## src/rtl/fb_port_arbiter.sv

```systemverilog
// Pixel/host arbiter and fixed 3-cycle read pipeline for the single-port frame-buffer BRAM.
// Define FB_PORT_ARB_STARVE_GUARD_EN to bound host wait time under continuous pixel traffic.
module fb_port_arbiter #(
    parameter int unsigned ADDR_W     = 16,
    parameter int unsigned DATA_W     = 8,
    parameter int unsigned STARVE_MAX = 15
) (
    input  logic              i_board_clock,
    input  logic              i_reset,
    input  logic              i_pix_req,
    input  logic [ADDR_W-1:0] i_pix_addr,
    output logic              o_pix_ack,
    output logic              o_pix_valid,
    output logic [DATA_W-1:0] o_pix_data,
    input  logic              i_host_req,
    input  logic              i_host_we,
    input  logic [ADDR_W-1:0] i_host_addr,
    input  logic [DATA_W-1:0] i_host_wdata,
    output logic              o_host_ack,
    output logic              o_host_rvalid,
    output logic [DATA_W-1:0] o_host_rdata,
    output logic              o_mem_en,
    output logic              o_mem_we,
    output logic [ADDR_W-1:0] o_mem_addr,
    output logic [DATA_W-1:0] o_mem_wdata,
    input  logic [DATA_W-1:0] i_mem_rdata
);

    logic              w_host_force;
    logic              w_pix_ack;
    logic              w_host_ack;
    logic              w_pix_acc;
    logic              w_host_acc;

    logic              r_mem_en;
    logic              r_mem_we;
    logic [ADDR_W-1:0] r_mem_addr;
    logic [DATA_W-1:0] r_mem_wdata;
    logic              r_s1_rd;
    logic              r_s1_tag;
    logic              r_s2_rd;
    logic              r_s2_tag;
    logic              r_pix_valid;
    logic [DATA_W-1:0] r_pix_data;
    logic              r_host_rvalid;
    logic [DATA_W-1:0] r_host_rdata;

`ifdef FB_PORT_ARB_STARVE_GUARD_EN
    localparam logic [7:0] LP_STARVE_MAX = 8'(STARVE_MAX);

    logic [7:0] r_starve_cnt;

    always_ff @(posedge i_board_clock) begin
        if (i_reset) begin
            r_starve_cnt <= 8'd0;
        end else if (w_host_acc) begin
            r_starve_cnt <= 8'd0;
        end else if (i_host_req && (r_starve_cnt != LP_STARVE_MAX)) begin
            r_starve_cnt <= r_starve_cnt + 8'd1;
        end
    end

    assign w_host_force = (r_starve_cnt == LP_STARVE_MAX);
`else
    assign w_host_force = 1'b0;
`endif

    // Acks depend only on requests and registered starve state, never on the data path.
    assign w_pix_ack  = !i_reset && i_pix_req && !(i_host_req && w_host_force);
    assign w_host_ack = !i_reset && i_host_req && (!i_pix_req || w_host_force);
    assign w_pix_acc  = i_pix_req && w_pix_ack;
    assign w_host_acc = i_host_req && w_host_ack;

    always_ff @(posedge i_board_clock) begin
        if (i_reset) begin
            r_mem_en      <= 1'b0;
            r_mem_we      <= 1'b0;
            r_mem_addr    <= '0;
            r_mem_wdata   <= '0;
            r_s1_rd       <= 1'b0;
            r_s1_tag      <= 1'b0;
            r_s2_rd       <= 1'b0;
            r_s2_tag      <= 1'b0;
            r_pix_valid   <= 1'b0;
            r_pix_data    <= '0;
            r_host_rvalid <= 1'b0;
            r_host_rdata  <= '0;
        end else begin
            r_mem_en <= w_pix_acc || w_host_acc;
            r_mem_we <= w_host_acc && i_host_we;
            r_s1_rd  <= w_pix_acc || (w_host_acc && !i_host_we);
            r_s1_tag <= w_host_acc;
            if (w_host_acc) begin
                r_mem_addr  <= i_host_addr;
                r_mem_wdata <= i_host_wdata;
            end else if (w_pix_acc) begin
                r_mem_addr <= i_pix_addr;
            end
            // Stage 2 lines up with mem_rdata from the BRAM.
            r_s2_rd       <= r_s1_rd;
            r_s2_tag      <= r_s1_tag;
            r_pix_valid   <= r_s2_rd && !r_s2_tag;
            r_host_rvalid <= r_s2_rd && r_s2_tag;
            if (r_s2_rd && !r_s2_tag) begin
                r_pix_data <= i_mem_rdata;
            end
            if (r_s2_rd && r_s2_tag) begin
                r_host_rdata <= i_mem_rdata;
            end
        end
    end

    assign o_pix_ack     = w_pix_ack;
    assign o_host_ack    = w_host_ack;
    assign o_mem_en      = r_mem_en;
    assign o_mem_we      = r_mem_we;
    assign o_mem_addr    = r_mem_addr;
    assign o_mem_wdata   = r_mem_wdata;
    assign o_pix_valid   = r_pix_valid;
    assign o_pix_data    = r_pix_data;
    assign o_host_rvalid = r_host_rvalid;
    assign o_host_rdata  = r_host_rdata;

endmodule

```

## config.mk

```make
export PLATFORM = sky130hd
export DESIGN_NAME = fb_port_arbiter
export DESIGN_NICKNAME = d
export VERILOG_FILES = /design/src/rtl/fb_port_arbiter.sv
export SDC_FILE = /design/constraint.sdc
export NUM_CORES = 1
export LEC_CHECK = 0
export CAP_MARGIN = 15
export CORE_MARGIN = 3
export CORE_UTILIZATION = 42
export CTS_CLUSTER_DIAMETER = 200
export CTS_CLUSTER_SIZE = 25
export DETAILED_ROUTE_END_ITERATION = 7
export PLACE_DENSITY_LB_ADDON = 0.1
export SLEW_MARGIN = 40
export SYNTH_ARGS = -nofsm -noshare
export SYNTH_HDL_FRONTEND = slang
export SYNTH_SLANG_ARGS = --single-unit
export TNS_END_PERCENT = 5
```

## constraint.sdc

```tcl
create_clock -name i_board_clock -period 1.6 [get_ports i_board_clock]
set_input_delay 0.32 -clock i_board_clock [delete_from_list [all_inputs] [get_ports i_board_clock]]
set_output_delay 0.32 -clock i_board_clock [all_outputs]
set_load 0.01 [all_outputs]
```

==> results.ini <==
[outcome]
status = completed

[die]
die_h_um = 72.7
start_util_pct = 45.1
design.core.area_mm2 = 0.00414
placementRows = 23
dieArea_mm2 = 0.00528
die_w_um = 72.7
io_pins = 99

[critical_path]
arrival_ns = 1.26
path_class = in2out
critPathCapture = o_host_ack
start_kind = input pin
r2r_cells = 3
cp-end-kind = output port
crit_start = i_host_req
cp_data_required_time_ns = 1.28
worstReg2RegStart = r_s2_tag
r2r-end = o_pix_data[4]
path_max_fanout = 2
r2r_setup_slack_ns = 0.39

[timing]
tns_ns = 0
clock.fmax_mhz = 631
drv_slew = 0
setup_ws_ns = 0.0165
min_period_ns = 1.58
final-setup-viol-count = 0
timing.max_slew.rel_slack_pct = 64.4
final-hold-violation-count = 0
tightest_slew_ns = 0.534
period_share_pct = 99.0
clock_skew_ns = 0.00207
rsz0062_at_grt = no

[route]
via_per_inst = 4.76
drc = 0
firstDrtPassIters = 3
wl_per_cell_um = 13.3
drtIter0Drc = 60
num_vias = 1624
detail_route.wirelength_um = 4520
detail-route-antenna-nets = 0

[clock_network]
path_clk_slew_ns = 0.09
htreeDepth = 2
cts_hold_buf = 0
tritoncts = done
cts_sinks = 48
clockRootBuffer = clkbuf_8
clock_path_buffers = 2
clock_latency_ns = 0.30
numCtsBuffers = 5

[logic_synthesis]
ys_ff_latch = 48
yosys-top-cells-area = dfxtp_1, mux2i_1, mux2_2
yosys.area_share.xor_xnor_pct = 0
syn_area_per_cell_um2 = 9.73
yosysWarnings = 0
synth_top_family_by_area = multiplexers
synth_compound_area_share_pct = 4.55
ys_async_sr_fraction_pct = 0
synth_top_area_share_pct = 51.4
post_synth_mux_area_share_pct = 22.5
synth.most_common_cell = dfxtp_1
synth-simple-area-share_pct = 16.2
synthesis.nets = 245
synth_commonest_cells = dfxtp_1, nor2_1, nand2_1, mux2i_1, a21oi_1
syn_area_mm2 = 0.00187
yosysSeqAreaShare_pct = 51.4
synth_fa_ha_area_share_pct = 0
netlist_instances = 192
synth_flop_cell = dfxtp_1
synth-edff-count = 0
synth_top_area_cell = dfxtp_1
synth_cell_types = 19

[finish]
synthToLayoutAreaGrowth_pct = 59.3
fillers = 352
final_nets = 343
postLayoutCoreUtil_pct = 71.8
drive_gt1_share_pct = 9.97
num_antenna_cells = 0

[placement]
dp_slack_ns = -0.317
gp_congestion = 0.771
portBuffers = 98
place_hpwl_um = 3450

[grt]
track_usage_pct = 17.4
grt_pass1_vias = 1596
antenna_found_initial = 0
grt_overflow_total = 0
grt_pass1_wl_um = 7220
grt_max_degree = 39

[power_and_ir_drop]
peakVddDrop_mv = 0.527
power_density_mw_per_mm2 = 830
p_total_mw = 2.47
power_leakage_nw = 1.23

[min_path]
min_path_type = in2reg

[run]
cap_viol_max_count = 0

## worst max-delay path, cell delays in order
cell             delay (ns)
clkdlybuf4s50_1        0.56
nand2b_4               0.07
nor2_1                 0.08
clkdlybuf4s15_2        0.24
## layer usage
| metal | up-vias | wire length, um | track usage, % | share of wire [%] |
|---|---|---|---|---|
| met1 | 739 | 1840 | 18.2 | 41 |
| li1 | 829 | - | - | - |
| met4 | 0 | 27 | 3.69 | 0.60 |
| met2 | 53 | 2270 | 31.8 | 50 |
| met3 | 3 | 381 | 7.71 | 8.4 |
| met5 | - | 0 | 0 | 0 |
## what timing repair did
action | 4_1_cts | 5_1_grt
endpoints found under the setup margin | 2 | 1
gates resized for setup | 4 | 2
setup buffers | 0 | 0
gates cloned | 0 | 0
## where the power goes
| group | internal (mW) | leakage [nW] | switching, mW |
|---|---|---|---|
| logic | 0.283 | 0.791 | 0.166 |
| registers | 1.25 | 0.394 | 0.0241 |
| clock network | 0.352 | 0.0445 | 0.396 |
| total | 1.88 | 1.23 | 0.586 |
## sequential cells by signal, summed over array words and instances, names as in the netlist
name / flops
o_mem_addr: 16
o_pix_valid: 1
r_s1_tag: 1
o_mem_wdata: 8
r_s1_rd: 1
o_host_rvalid: 1
o_mem_we: 1
r_s2_rd: 1
o_host_rdata: 8
r_s2_tag: 1
o_mem_en: 1
o_pix_data: 8
## metrics by stage
step / hold slack (ns) / instances / instance area (um^2)
floorplan: 0.414 / 192 / 1870
detailed placement: 0.424 / 333 / 2870
CTS: 0.405 / 341 / 2970
global placement: 0.417 / 333 / 2870
global route: 0.407 / 341 / 2980
finish: 0.404 / 341 / 2980
## cell families (layout without fill, tap and decap cells)
group,Yosys count,after routing
compound gates,17,17
buf+inv,16,115
flops,48,48
mux,40,40
simple gates,71,71
## area by class of cell
type / instances / area (um^2) / share of cell area (%)
well taps: 50 / 62.6 / 2.10
clock inverters: 1 / 7.51 / 0.252
multi-input cells: 128 / 816 / 27.4
repair buffers: 106 / 1040 / 34.9
flip-flops and latches: 48 / 961 / 32.3
clock buffers: 7 / 86.3 / 2.90
inverters: 1 / 3.75 / 0.126
## cell usage in the layout (no fill, tap or decap)
cell type,count
clkdlybuf4s50_1,94
dfxtp_1,48
nor2_1,29
nand2_1,25
mux2i_1,24
a21oi_1,17
mux2_2,11
nand3_1,8
buf_4,8
clkbuf_8,6
mux2_1,5
nor2b_1,3
nand2b_4,1
and2b_1,1
nand2b_1,1
inv_1,1
nor3_1,1
nor3b_1,1
and3b_1,1
clkinvlp_4,1
clkbuf_1,1
dlymetal6s2s_1,1
buf_2,1
clkdlybuf4s15_2,1
dlygate4sd2_1,1
## how the worst min path moves through the flow
stage | start | to | slack (ns) | cells after the start
finish | i_reset | o_mem_wdata[4] | 0.40 | 3
global route | i_reset | o_mem_wdata[4] | 0.41 | 3
CTS | i_reset | o_mem_wdata[7] | 0.40 | 3
detailed placement | r_s1_rd | r_s2_rd | 0.42 | 1
global placement | r_s1_tag | r_s2_tag | 0.42 | 1
floorplan | r_s1_rd | r_s2_rd | 0.41 | 1
No activity file was read; power rests on OpenSTA's default activity.
==> RTL edit 1 (same settings) <==
Change the parameter `ADDR_W` from 16 to 14.
--- a/src/rtl/fb_port_arbiter.sv
+++ b/src/rtl/fb_port_arbiter.sv
@@ -1,7 +1,7 @@
 // Pixel/host arbiter and fixed 3-cycle read pipeline for the single-port frame-buffer BRAM.
 // Define FB_PORT_ARB_STARVE_GUARD_EN to bound host wait time under continuous pixel traffic.
 module fb_port_arbiter #(
-    parameter int unsigned ADDR_W     = 16,
+    parameter int unsigned ADDR_W     = 14,
     parameter int unsigned DATA_W     = 8,
     parameter int unsigned STARVE_MAX = 15
 ) (
Ports: changed (resized i_host_addr, i_pix_addr and o_mem_addr); port bits go from 99 to 93. No check against the original RTL was run, so the function may have changed too.
==> RTL edit 1 against the unedited design <==
Clock power up 13%. First-iteration DRC count rose by 42%. Routed wire length is 5.8% lower. Synthesized area shrank 3.9%. Register-to-register slack about the same. Non-clock buffer count decreased by 5. Sequential cell count shrank 2. Combinational power is 3% lower. Critical path depth stayed put. Die area is 3.6% lower. Worst setup slack improved by 0.0080 ns. Critical endpoint unchanged. Design area is 2.8% lower. Highest routed layer unchanged. Power is 1.3% higher.
==> RTL edit 1: results (changes against the unedited design) <==
Status: complete, no violations (unchanged)
Area delta synth->final: 61.1% (was 59.3%)
DR vias/cell: 4.75 (was 4.76)
Post-CTS Setup Inserts: 0 (unchanged)
Largest net degree at the start of global routing: 35 (was 39)
Area of the multi-input gates: 797 µm² (was 816 µm²)
Filler Cell Count: 322 (was 352)
Leakage power: 1.21 nW (was 1.23 nW)
Number of signal-net buffers in the layout: 101 (was 106)
Clock network area share: 3.81% (was 3.15%)
Post-DP HPWL: 3170 µm (was 3450 µm)
CLK BUF: 6 (was 7)
Post-synthesis sequential area ratio: 51.3% (was 51.4%)
FF-to-FF Start: r_s2_rd (was r_s2_tag)
Worst Hold Path EP: r_s2_tag (was o_mem_wdata[4])
Hold slack: 0.445 ns (was 0.404 ns)
Place WS: -0.304 ns (was -0.317 ns)
Drt total wl: 4260 µm (was 4520 µm)
Syn Nets: 232 (was 245)
Final #Nets: 326 (was 343)
Total core area: 4060 µm² (was 4140 µm²)
Post-synth top cells: dfxtp_1 (46), nor2_1 (27), nand2_1 (25) (was dfxtp_1 (48), nor2_1 (29), nand2_1 (25))
NonClk Buf Share: 34.5% (was 34.9%)
Comb_multi_in: 122 (was 128)
First-pass GRT wire length: 6900 µm (was 7220 µm)
Max IR drop VDD: 599 µV (was 527 µV)
Least-Margin Pin Slew: 0.541 ns (was 0.534 ns)
Clk sinks: 46 (was 48)
Worst clock skew: 0.00455 ns (was 0.00207 ns)
Initial core utilization: 44.2% (was 45.1%)
Max reg flops: 14 (was 16)
Netlist cell types: 20 (was 19)
Hold crit path type: reg2reg (was in2reg)
Hold Path Origin: r_s1_tag (was i_reset)
Placer congestion estimate: 0.666 (was 0.771)
Initial DRC Count: 85 (was 60)
Vias in the first global route: 1527 (was 1596)
Min-Delay Path Depth: 1 (was 3)
Ratio of cells with drive above 1 in the final layout: 12.2% (was 9.97%)
Placed Cells: 320 (was 333)
Top cells by area, synth: dfxtp_1 (51%), mux2i_1 (12%), mux2_4 (6.7%) (was dfxtp_1 (51%), mux2i_1 (13%), mux2_2 (6.6%))
Vias: 1557 (was 1624)
## RTL edit 1: cell types whose count changed in the layout (fill, tap and decap cells not counted)
cell / delta
nor2b_2: +1
bufinv_16: +1
clkbuf_8: -1
and2b_1: -1
mux2i_1: -2
mux2_2: -5
clkdlybuf4s50_1: -6
nor2_1: -2
mux2_4: +8
mux2_1: -5
dfxtp_1: -2
buf_12: +1
## RTL edit 1: kinds of logic (layout without fill, tap and decap cells)
logic type | after synthesis | in the layout | share of synthesized area [%]
AND/OR/NAND/NOR | 69 | 69 | 16.4
flip-flops | 46 | 46 | 51.3
multiplexers | 36 | 36 | 22.7
AO/OA/AOI/OAI | 17 | 17 | 4.74
buffers and inverters | 15 | 110 | 4.88
## RTL edit 1: worst max path at each step
| stage | endpoint | slack [ns] | depth (start not counted) |
|---|---|---|---|
| 2_1_floorplan | o_pix_ack | 0.31 | 3 |
| 3_3_place_gp | o_host_ack | -0.30 | 4 |
| 3_5_place_dp | o_host_ack | -0.30 | 4 |
| 4_1_cts | o_host_ack | 0.006 | 4 |
| 5_1_grt | o_mem_addr[4] | -0.01 | 6 |
| 6_report | o_host_ack | 0.02 | 4 |
## RTL edit 1: metal layers
metal / GRT usage [%] / vias up / part of all wire [%]
li1: - / 791 / -
met1: 21.3 / 702 / 42
met4: 6.89 / 0 / 1.6
met3: 4.35 / 8 / 7.9
met5: 0 / - / 0
met2: 28.3 / 56 / 48
## RTL edit 1: power by group
group          total [mW]  switching (mW)  internal [mW]
Sequential           1.22          0.0259           1.20
Combinational       0.435           0.155          0.280
Clock               0.844           0.378          0.466
## RTL edit 1: critical path: cells and delay by family
kind          cells  cell delay (ns)
simple gates      2             0.16
buf+inv           2             0.78
==> RTL edit 2 (same flow settings) <==
Made on the original files. The option `FB_PORT_ARB_STARVE_GUARD_EN` is turned on by a define.
--- a/src/rtl/fb_port_arbiter.sv
+++ b/src/rtl/fb_port_arbiter.sv
@@ -1,5 +1,7 @@
 // Pixel/host arbiter and fixed 3-cycle read pipeline for the single-port frame-buffer BRAM.
 // Define FB_PORT_ARB_STARVE_GUARD_EN to bound host wait time under continuous pixel traffic.
+`define FB_PORT_ARB_STARVE_GUARD_EN
+
 module fb_port_arbiter #(
     parameter int unsigned ADDR_W     = 16,
     parameter int unsigned DATA_W     = 8,
Check against the original RTL: no difference found for any inputs over 10 cycles, from zero or initial values and one cycle with i_reset high; that may be too few to reach the edited logic, so the function may still have changed.
==> RTL edit 2 against the unedited design <==
The flow now finishes with violations (setup timing). Count of clock-buffer cells in the layout fell by 2. Sequential cell count increased by 8. Sequential power rose by 17%. Register-to-register slack worse by 0.62 ns. Design area is 29% higher. Synthesized area rose by 36%. Clock power rose by 4.0%. Global-route usage is 1.4 points higher. Power grew 14%. Worst hold slack improved by 0.036 ns. Worst setup slack got worse by 0.31 ns. Die area is 33% higher. Routed wire length is 45% higher.
==> RTL edit 2: results (changes against the unedited design) <==
Hold Path Origin: r_s1_tag (was i_reset)
Reg2Reg Depth: 5 (was 3)
Least-Margin Pin Slew: 0.513 ns (was 0.534 ns)
FF-to-FF Start: r_starve_cnt[0] (was r_s2_tag)
CP max stage cell: or4b_4 (was clkdlybuf4s50_1)
CP delay by family, top: simple AND/OR/NAND/NOR gates (was buffers and inverters)
Worst Hold Path EP: r_s2_tag (was o_mem_wdata[4])
Post-synthesis cell count: 277 (was 192)
Worst clock skew: 0.00950 ns (was 0.00207 ns)
Final #Nets: 442 (was 343)
Largest net degree at the start of global routing: 27 (was 39)
GR Util met1: 25.2% (was 18.2%)
Syn Nets: 331 (was 245)
CP arrival: 1.57 ns (was 1.26 ns)
Vias in the first global route: 2306 (was 1596)
Placed Cells: 452 (was 333)
Met2 global-route usage: 31.1% (was 31.8%)
R2r endpoint: o_mem_addr[3] (was o_pix_data[4])
Hold crit path type: reg2reg (was in2reg)
Pre-antenna DRT Iters: 4 (was 3)
Post-synthesis sequential area ratio: 44.2% (was 51.4%)
Max IR drop VDD: 582 µV (was 527 µV)
CP max FO: 3 (was 2)
Ratio of cells with drive above 1 in the final layout: 14.7% (was 9.97%)
Gr usage total: 18.7% (was 17.4%)
First-pass GRT wire length: 11200 µm (was 7220 µm)
Failing checks: setup timing
DR vias/cell: 5.29 (was 4.76)
Placed inst area: 3730 µm² (was 2870 µm²)
Placer congestion estimate: 0.814 (was 0.771)
Status: finished with violations (was complete, no violations)
Setup violators final: 18 (was 0)
Drt total wl: 6540 µm (was 4520 µm)
Post-DP HPWL: 4810 µm (was 3450 µm)
Setup ws final: -0.290 ns (was 0.0165 ns)
==> RTL edit 2: layer usage <==
metal  vias up  share of wire (%)
met5         -                  0
met4         0               0.52
met3         2                5.1
met2        64                 48
met1      1139                 47
li1       1233                  -
==> RTL edit 2: logic make-up after synthesis <==
family / Yosys count / share of synthesized area (%)
DFF: 56 / 44.2
adders and majority gates: 1 / 0.493
muxes: 24 / 9.47
and+or+nand+nor: 98 / 20.7
buffers and inverters: 29 / 5.28
AOI/OAI and AO/OA: 69 / 19.8
==> RTL edit 2: per-stage QoR <==
stage	util, %	worst slack (ns)	setup TNS [ns]	hold WS [ns]
2_1_floorplan	-	-0.133	-1.65	0.414
3_3_place_gp	65.8	-0.453	-6.60	0.417
3_5_place_dp	65.8	-0.454	-7.06	0.429
4_1_cts	67.6	-0.303	-3.60	0.451
5_1_grt	67.7	-0.356	-4.99	0.466
6_report	67.7	-0.290	-3.65	0.440
==> RTL edit 2: power breakdown <==
group | internal [mW] | switching, mW | leakage [nW]
clock | 0.312 | 0.466 | 0.0445
sequential | 1.46 | 0.0333 | 0.460
combinational | 0.333 | 0.225 | 0.935
==> RTL edit 2: cell type report <==
type / count / area [µm²]
Tap cell: 72 / 90.1
Sequential cell: 56 / 1120
Multi-Input combinational cell: 192 / 1320
Fill cell: 474 / 1840
Timing Repair Buffer: 127 / 1200
Clock inverter: 3 / 21.3
Inverter: 6 / 22.5
Clock buffer: 5 / 68.8
==> RTL edit 2: how the worst max path moves through the flow <==
stage	start	to	slack, ns
finish	r_starve_cnt[5]	o_host_ack	-0.29
global route	r_starve_cnt[5]	o_host_ack	-0.36
CTS	r_starve_cnt[5]	o_host_ack	-0.30
detailed placement	i_host_req	o_host_ack	-0.45
global placement	i_host_req	o_host_ack	-0.45
floorplan	r_starve_cnt[1]	o_mem_addr[10]	-0.13
